### config.mk
export PLATFORM = sky130hd
export DESIGN_NAME = preg_free_list_flat
export DESIGN_NICKNAME = d
export VERILOG_FILES = /design/src/rtl/preg_free_list_if.sv /design/src/rtl/preg_free_list.sv /design/src/flat_wrapper.sv
export SDC_FILE = /design/constraint.sdc
export NUM_CORES = 1
export LEC_CHECK = 0
export CORE_UTILIZATION = 70
export CTS_BUF_LIST = sky130_fd_sc_hd__clkbuf_4 sky130_fd_sc_hd__clkbuf_8
export DETAILED_ROUTE_END_ITERATION = 12
export GPL_ROUTABILITY_DRIVEN = 1
export GPL_TIMING_DRIVEN = 0
export PLACE_DENSITY_LB_ADDON = 0.08
export RECOVER_POWER = 25
export SYNTH_ARGS = -nofsm -noshare
export SYNTH_HDL_FRONTEND = slang
export SYNTH_SLANG_ARGS = --single-unit
export TNS_END_PERCENT = 100
### constraint.sdc
create_clock -name clk -period 8 [get_ports clk]
set_clock_uncertainty 0.15 [all_clocks]
set_input_delay 1.2 -clock clk [delete_from_list [all_inputs] [get_ports clk]]
set_output_delay 1.2 -clock clk [all_outputs]
set_load 0.02 [all_outputs]
### src/rtl/preg_free_list_if.sv
// Rename/retire side of the physical-register free list: alloc requests, grants, releases, status.
// dup_err exists only when FL_DUP_CHECK_EN is defined.
interface preg_free_list_if #(
    parameter int TAG_W = 6
);
    logic             alloc_req_1;
    logic             alloc_req_2;
    logic             alloc_gnt;
    logic [TAG_W-1:0] alloc_tag_1;
    logic [TAG_W-1:0] alloc_tag_2;
    logic             rel_vld_1;
    logic [TAG_W-1:0] rel_tag_1;
    logic             rel_vld_2;
    logic [TAG_W-1:0] rel_tag_2;
    logic [TAG_W-1:0] free_cnt;
    logic             ready;
    logic             ovf_err;
`ifdef FL_DUP_CHECK_EN
    logic             dup_err;

    modport master (
        output alloc_req_1, alloc_req_2, rel_vld_1, rel_tag_1, rel_vld_2, rel_tag_2,
        input  alloc_gnt, alloc_tag_1, alloc_tag_2, free_cnt, ready, ovf_err, dup_err
    );
    modport slave (
        input  alloc_req_1, alloc_req_2, rel_vld_1, rel_tag_1, rel_vld_2, rel_tag_2,
        output alloc_gnt, alloc_tag_1, alloc_tag_2, free_cnt, ready, ovf_err, dup_err
    );
`else
    modport master (
        output alloc_req_1, alloc_req_2, rel_vld_1, rel_tag_1, rel_vld_2, rel_tag_2,
        input  alloc_gnt, alloc_tag_1, alloc_tag_2, free_cnt, ready, ovf_err
    );
    modport slave (
        input  alloc_req_1, alloc_req_2, rel_vld_1, rel_tag_1, rel_vld_2, rel_tag_2,
        output alloc_gnt, alloc_tag_1, alloc_tag_2, free_cnt, ready, ovf_err
    );
`endif
endinterface

### src/rtl/preg_free_list.sv
// Circular free list of physical tags, 2 allocs + 2 releases per cycle; grant/tags are a same-cycle peek,
// all-or-nothing grant stalls rename. FL_DUP_CHECK_EN adds a duplicate-release filter and dup_err.
module preg_free_list #(
    parameter int NUM_PREGS = 64,
    parameter int NUM_AREGS = 32,
    parameter int TAG_W     = $clog2(NUM_PREGS),
    parameter int DEPTH     = NUM_PREGS - NUM_AREGS
) (
    input logic             clk,
    input logic             rst,
    preg_free_list_if.slave bus
);
    localparam int PTR_W = $clog2(DEPTH);

    typedef enum logic {S_INIT, S_RUN} state_t;

    state_t           state;
    logic             ready_q;
    logic             ovf_q;
    logic [PTR_W-1:0] head;
    logic [PTR_W-1:0] tail;
    logic [TAG_W-1:0] count;
    logic [TAG_W-1:0] mem [DEPTH];

    function automatic logic [PTR_W-1:0] wrap_add(input logic [PTR_W-1:0] p, input logic [1:0] n);
        logic [PTR_W+1:0] s;
        s = {2'b00, p} + {{PTR_W{1'b0}}, n};
        if (s >= (PTR_W+2)'(DEPTH))
            s = s - (PTR_W+2)'(DEPTH);
        return s[PTR_W-1:0];
    endfunction

    logic [1:0]       nreq;
    logic             gnt;
    logic [PTR_W-1:0] head1;
    logic [PTR_W-1:0] tail1;

    assign nreq  = {1'b0, bus.alloc_req_1} + {1'b0, bus.alloc_req_2};
    assign gnt   = ready_q && (nreq != 2'd0) && (count >= TAG_W'(nreq));
    assign head1 = wrap_add(head, 2'd1);
    assign tail1 = wrap_add(tail, 2'd1);

    assign bus.alloc_gnt   = gnt;
    assign bus.alloc_tag_1 = (gnt && bus.alloc_req_1) ? mem[head] : '0;
    assign bus.alloc_tag_2 = (gnt && bus.alloc_req_2) ? (bus.alloc_req_1 ? mem[head1] : mem[head]) : '0;
    assign bus.free_cnt    = count;
    assign bus.ready       = ready_q;
    assign bus.ovf_err     = ovf_q;

    // Release candidates: tag 0 is the pinned x0 mapping and never enters the list.
    logic rel_ok_1, rel_ok_2;
`ifdef FL_DUP_CHECK_EN
    logic [NUM_PREGS-1:0] in_list;
    logic                 dup_q;
    logic                 dup_hit;
    logic                 same_tag;

    assign same_tag = bus.rel_vld_1 && (bus.rel_tag_1 == bus.rel_tag_2);
    assign rel_ok_1 = bus.rel_vld_1 && (bus.rel_tag_1 != '0) && !in_list[bus.rel_tag_1];
    assign rel_ok_2 = bus.rel_vld_2 && (bus.rel_tag_2 != '0) && !in_list[bus.rel_tag_2] && !same_tag;
    assign dup_hit  = ready_q && (
                      (bus.rel_vld_1 && (bus.rel_tag_1 != '0) && in_list[bus.rel_tag_1]) ||
                      (bus.rel_vld_2 && (bus.rel_tag_2 != '0) && (in_list[bus.rel_tag_2] || same_tag)));
    assign bus.dup_err = dup_q;
`else
    assign rel_ok_1 = bus.rel_vld_1 && (bus.rel_tag_1 != '0);
    assign rel_ok_2 = bus.rel_vld_2 && (bus.rel_tag_2 != '0);
`endif

    // Capacity check uses the registered count only; a same-cycle pop does not make room.
    logic acc_1, acc_2, drop;
    assign acc_1 = ready_q && rel_ok_1 && (count < TAG_W'(DEPTH));
    assign acc_2 = ready_q && rel_ok_2 && ((count + {{(TAG_W-1){1'b0}}, acc_1}) < TAG_W'(DEPTH));
    assign drop  = ready_q && ((rel_ok_1 && !acc_1) || (rel_ok_2 && !acc_2));

    logic             we_1, we_2;
    logic [PTR_W-1:0] wa_1, wa_2;
    logic [TAG_W-1:0] wd_1, wd_2;
    logic [1:0]       nacc;

    always_comb begin
        we_1 = acc_1;
        we_2 = acc_2;
        wa_1 = tail;
        wa_2 = acc_1 ? tail1 : tail;
        wd_1 = bus.rel_tag_1;
        wd_2 = bus.rel_tag_2;
        if (state == S_INIT) begin
            we_1 = 1'b1;
            we_2 = 1'b1;
            wa_2 = tail1;
            wd_1 = TAG_W'(NUM_AREGS) + TAG_W'(tail);
            wd_2 = TAG_W'(NUM_AREGS) + TAG_W'(tail) + TAG_W'(1);
        end
    end

    assign nacc = {1'b0, we_1} + {1'b0, we_2};

    always_ff @(posedge clk) begin
        if (we_1) mem[wa_1] <= wd_1;
        if (we_2) mem[wa_2] <= wd_2;
    end

    always_ff @(posedge clk or posedge rst) begin
        if (rst) begin
            state   <= S_INIT;
            ready_q <= 1'b0;
            ovf_q   <= 1'b0;
            head    <= '0;
            tail    <= '0;
            count   <= '0;
        end else begin
            tail  <= wrap_add(tail, nacc);
            count <= count + TAG_W'(nacc) - (gnt ? TAG_W'(nreq) : '0);
            if (gnt)
                head <= wrap_add(head, nreq);
            if (drop)
                ovf_q <= 1'b1;
            case (state)
                S_INIT: if (tail == PTR_W'(DEPTH - 2)) begin
                    state   <= S_RUN;
                    ready_q <= 1'b1;
                end
                default: state <= S_RUN;
            endcase
        end
    end

`ifdef FL_DUP_CHECK_EN
    // Pops clear first so a tag popped and rewritten in one cycle stays marked.
    always_ff @(posedge clk or posedge rst) begin
        if (rst) begin
            in_list <= '0;
            dup_q   <= 1'b0;
        end else begin
            if (gnt) begin
                in_list[mem[head]] <= 1'b0;
                if (nreq == 2'd2)
                    in_list[mem[head1]] <= 1'b0;
            end
            if (we_1) in_list[wd_1] <= 1'b1;
            if (we_2) in_list[wd_2] <= 1'b1;
            if (dup_hit)
                dup_q <= 1'b1;
        end
    end
`endif
endmodule

### src/flat_wrapper.sv
// flat-port wrapper written by rule: the top's interface ports become plain ports
module preg_free_list_flat 
#(
    parameter int NUM_PREGS = 64,
    parameter int NUM_AREGS = 32,
    parameter int TAG_W     = $clog2(NUM_PREGS),
    parameter int DEPTH     = NUM_PREGS - NUM_AREGS
)
  (clk, rst, bus_alloc_req_1, bus_alloc_req_2, bus_rel_vld_1, bus_rel_tag_1, bus_rel_vld_2, bus_rel_tag_2, bus_alloc_gnt, bus_alloc_tag_1, bus_alloc_tag_2, bus_free_cnt, bus_ready, bus_ovf_err);
  preg_free_list_if #(.TAG_W(TAG_W)) bus_i ();
  input logic clk;
  input logic rst;
  input wire logic [$bits(bus_i.alloc_req_1)-1:0] bus_alloc_req_1;
  input wire logic [$bits(bus_i.alloc_req_2)-1:0] bus_alloc_req_2;
  input wire logic [$bits(bus_i.rel_vld_1)-1:0] bus_rel_vld_1;
  input wire logic [$bits(bus_i.rel_tag_1)-1:0] bus_rel_tag_1;
  input wire logic [$bits(bus_i.rel_vld_2)-1:0] bus_rel_vld_2;
  input wire logic [$bits(bus_i.rel_tag_2)-1:0] bus_rel_tag_2;
  output wire logic [$bits(bus_i.alloc_gnt)-1:0] bus_alloc_gnt;
  output wire logic [$bits(bus_i.alloc_tag_1)-1:0] bus_alloc_tag_1;
  output wire logic [$bits(bus_i.alloc_tag_2)-1:0] bus_alloc_tag_2;
  output wire logic [$bits(bus_i.free_cnt)-1:0] bus_free_cnt;
  output wire logic [$bits(bus_i.ready)-1:0] bus_ready;
  output wire logic [$bits(bus_i.ovf_err)-1:0] bus_ovf_err;
  assign bus_i.alloc_req_1 = bus_alloc_req_1;
  assign bus_i.alloc_req_2 = bus_alloc_req_2;
  assign bus_i.rel_vld_1 = bus_rel_vld_1;
  assign bus_i.rel_tag_1 = bus_rel_tag_1;
  assign bus_i.rel_vld_2 = bus_rel_vld_2;
  assign bus_i.rel_tag_2 = bus_rel_tag_2;
  assign bus_alloc_gnt = bus_i.alloc_gnt;
  assign bus_alloc_tag_1 = bus_i.alloc_tag_1;
  assign bus_alloc_tag_2 = bus_i.alloc_tag_2;
  assign bus_free_cnt = bus_i.free_cnt;
  assign bus_ready = bus_i.ready;
  assign bus_ovf_err = bus_i.ovf_err;
  preg_free_list #(.NUM_PREGS(NUM_PREGS), .NUM_AREGS(NUM_AREGS), .TAG_W(TAG_W), .DEPTH(DEPTH)) u_core (.clk(clk), .rst(rst), .bus(bus_i));
endmodule
==> out/summary.txt <==
status = finished, violations left
failing checks = capacitance limit, slew limit
Worst Hold Path Cells = 1
Worst Hold Endpoint = u_core.bus.ovf_err$_DFFE_PP0P_
Rel. slew slack = -0.0907
Power Total = 5.48 mW
CP arrival = 5320 ps
Critical Path Source Type = primary input
Final Worst Setup Slack = 1330 ps
actual slew at the worst max-slew pin = 1620 ps
post-CTS sizing = 0
Setup crit end kind = primary output
worst reg2reg startpoint = u_core.bus.ready$_DFFE_PP0P_
hold_sp = u_core.bus.ovf_err$_DFFE_PP0P_
Hold Fails Final Rpt = 0
Place WS = 1510 ps
DRT Wirelength = 44.8 mm
most common cell after layout, fill and taps aside = mux2i_1
fin crit period = 6670 ps
post-DP HPWL = 31.9 mm
final setup vio count = 0
CTS buffer count = 37
P&R area growth vs syn = 9.47%
Worst-path clk slew = 50 ps
worst endpoint required time = 6650 ps
setup_tns = 0 ps
nets = 1,133
initial antenna violation count = 1
hold buffers post-CTS = 0
main area contributors after synthesis = edfxtp_1 (42%), mux2i_1 (18%), mux4_2 (13%), dfrtp_1 (3.5%), ha_1 (2.3%)
Routed Antenna Nets = 0
fraction of synthesis flops using an asynchronous set or reset pin = 0.0900
most used flip-flop cell after synthesis = edfxtp_1
synthesized flop and latch total = 211
RSZ-0062 raised after global routing = false
EDFF count, synth = 192
first-pass GRT wire length = 65.3 mm
Synth top area share = 0.425
share of cells above drive strength 1 = 0.182
Num Clock Sinks = 211
Cell Pwr Density = 369 mW/mm^2
CP Cell Sequence = clkdlybuf4s50_1, clkbuf_1, inv_1, ha_1, ha_1, nand2b_1, a21oi_1, o21ai_0, a21boi_1, nor2_1, clkdlybuf4s50_1
H-Tree Depth = 2
Synth Cell Area = 0.0136 mm^2
CP max FO = 8
Total GRT Usage = 0.468
DR iter-0 viols = 1,715
slowest stage delay, CP = 810 ps
die area = 0.0200 mm^2
FF-to-FF End = u_core.mem[28][0]$_DFFE_PP_
reg2reg path depth = 8
Leak = 5.44 nW
fmax = 0.150 GHz
1st-pass router iterations = 5
Distinct cells, synth = 66
initial core utilization = 0.721
Post-DP Area = 0.0143 mm^2
CTS Buffer Depth = 3
total number of vias = 10.3k
total grt overflow = 0
row count = 50
fin crit share = 0.834
Avg Cell Area, Syn = 13.5 um^2
CTS tree = yes
clk root buf = clkbuf_8
reg-to-reg slack, setup = 3380 ps
Slowest-stage cell, CP = a21boi_1
Boundary Pins = 39
Post-CTS Setup Repair Bufs = 0
largest net degree at the start of global routing = 20
DRC Markers = 0
die width = 141 um
# port buffers = 38
Syn Inst Count = 1,009
area leader, netlist = edfxtp_1
number of vias per cell = 7.53
yosys warns = 0
register area share after synthesis = 0.460
hold slack final = 351 ps
most frequent cells in the layout = mux2i_1 (239), edfxtp_1 (192), mux4_2 (81)
WS Path Type = in -> out
post-route cell area = 0.0149 mm^2
Wirelength per Cell = 32.7 um
number of global-route vias before repair = 10.1k
total of max-cap violations = 1
VDD IR max = 0.000264 V
clock latency on the worst-skew pair = 520 ps
routability cong. = 1.00
Die Span Y = 141 um
Core Region = 0.0188 mm^2
Slew Viols, Final = 9
Hold Crit Class = reg -> reg
post-synthesis net count = 1,056
-- cells by family (layout without fill, tap and decap cells) --
family / Yosys count / in the layout / synth area share
buf+inv: 135 / 233 / 0.0431
fa+ha+maj: 29 / 29 / 0.0289
flops: 211 / 211 / 0.460
other cells: 0 / 1 / 0
mux: 341 / 341 / 0.328
xor+xnor: 17 / 17 / 0.0110
compound gates: 125 / 125 / 0.0653
simple gates: 151 / 151 / 0.0639
-- layout make-up --
| class | count | area (um^2) |
|---|---|---|
| tap | 260 | 325 |
| clock inverter | 5 | 20.0 |
| timing repair buffer | 38 | 380 |
| antenna | 1 | 2.50 |
| sequential | 211 | 6240 |
| inverter | 32 | 120 |
| fill | 1225 | 3970 |
| clock buffer | 55 | 663 |
| multi-input combinational | 663 | 6670 |
| buffer | 103 | 437 |
-- cells in the mapped netlist, types with 16 or more instances --
cell        n
nand2_1    25
inv_1      31
mux4_2     81
dfrtp_1    19
buf_2      39
nor2_1     30
ha_1       25
o21bai_1   23
mux2i_1   239
mux2_2     21
clkbuf_1   50
edfxtp_1  192
o22ai_1    19
nand3_1    22
o21ai_0    16
-- power breakdown --
part / internal (mW) / switching, mW
clock network: 0.524 / 0.441
logic: 1.23 / 1.85
registers: 1.35 / 0.0938
total: 3.10 / 2.38
-- per-layer routing --
metal | routed length (um) | global-route usage | vias up
met5 | 0 | 0 | -
met4 | 2380 | 0.208 | 0
met3 | 7100 | 0.180 | 206
met2 | 19500 | 0.691 | 992
met1 | 15800 | 0.621 | 4993
li1 | - | - | 4106
-- how the worst max path moves through the flow --
stage | from | end | slack (ps) | cells after the start
6_report | bus_alloc_req_1 | bus_alloc_gnt | 1330 | 11
5_1_grt | bus_alloc_req_1 | bus_alloc_tag_2[1] | 1210 | 12
4_1_cts | bus_alloc_req_1 | bus_alloc_gnt | 1500 | 11
3_5_place_dp | bus_alloc_req_1 | bus_alloc_gnt | 1510 | 11
3_3_place_gp | bus_alloc_req_1 | bus_alloc_gnt | 1550 | 11
2_1_floorplan | bus_alloc_req_1 | u_core.bus.free_cnt[4]$_DFF_PP0_ | 3220 | 20
-- flip-flops by register name (all words and copies together) (netlist names) --
signal	count
u_core.bus.ready	1
u_core.state	1
u_core.bus.ovf_err	1
u_core.tail	5
u_core.bus.free_cnt	6
u_core.mem	192
u_core.head	5
-- per-stage QoR --
step / cells / utilization
global placement: 1307 / 0.758
global route: 1367 / 0.789
CTS: 1367 / 0.795
floorplan: 1009 / -
detailed placement: 1307 / 0.758
finish: 1368 / 0.789
-- critical path: cells and delay by family --
| kind | cells | cell delay, ps |
|---|---|---|
| fa+ha+maj | 2 | 780 |
| simple gates | 2 | 550 |
| compound gates | 3 | 1100 |
| buf+inv | 4 | 1670 |
(Power assumes the default switching activity.)
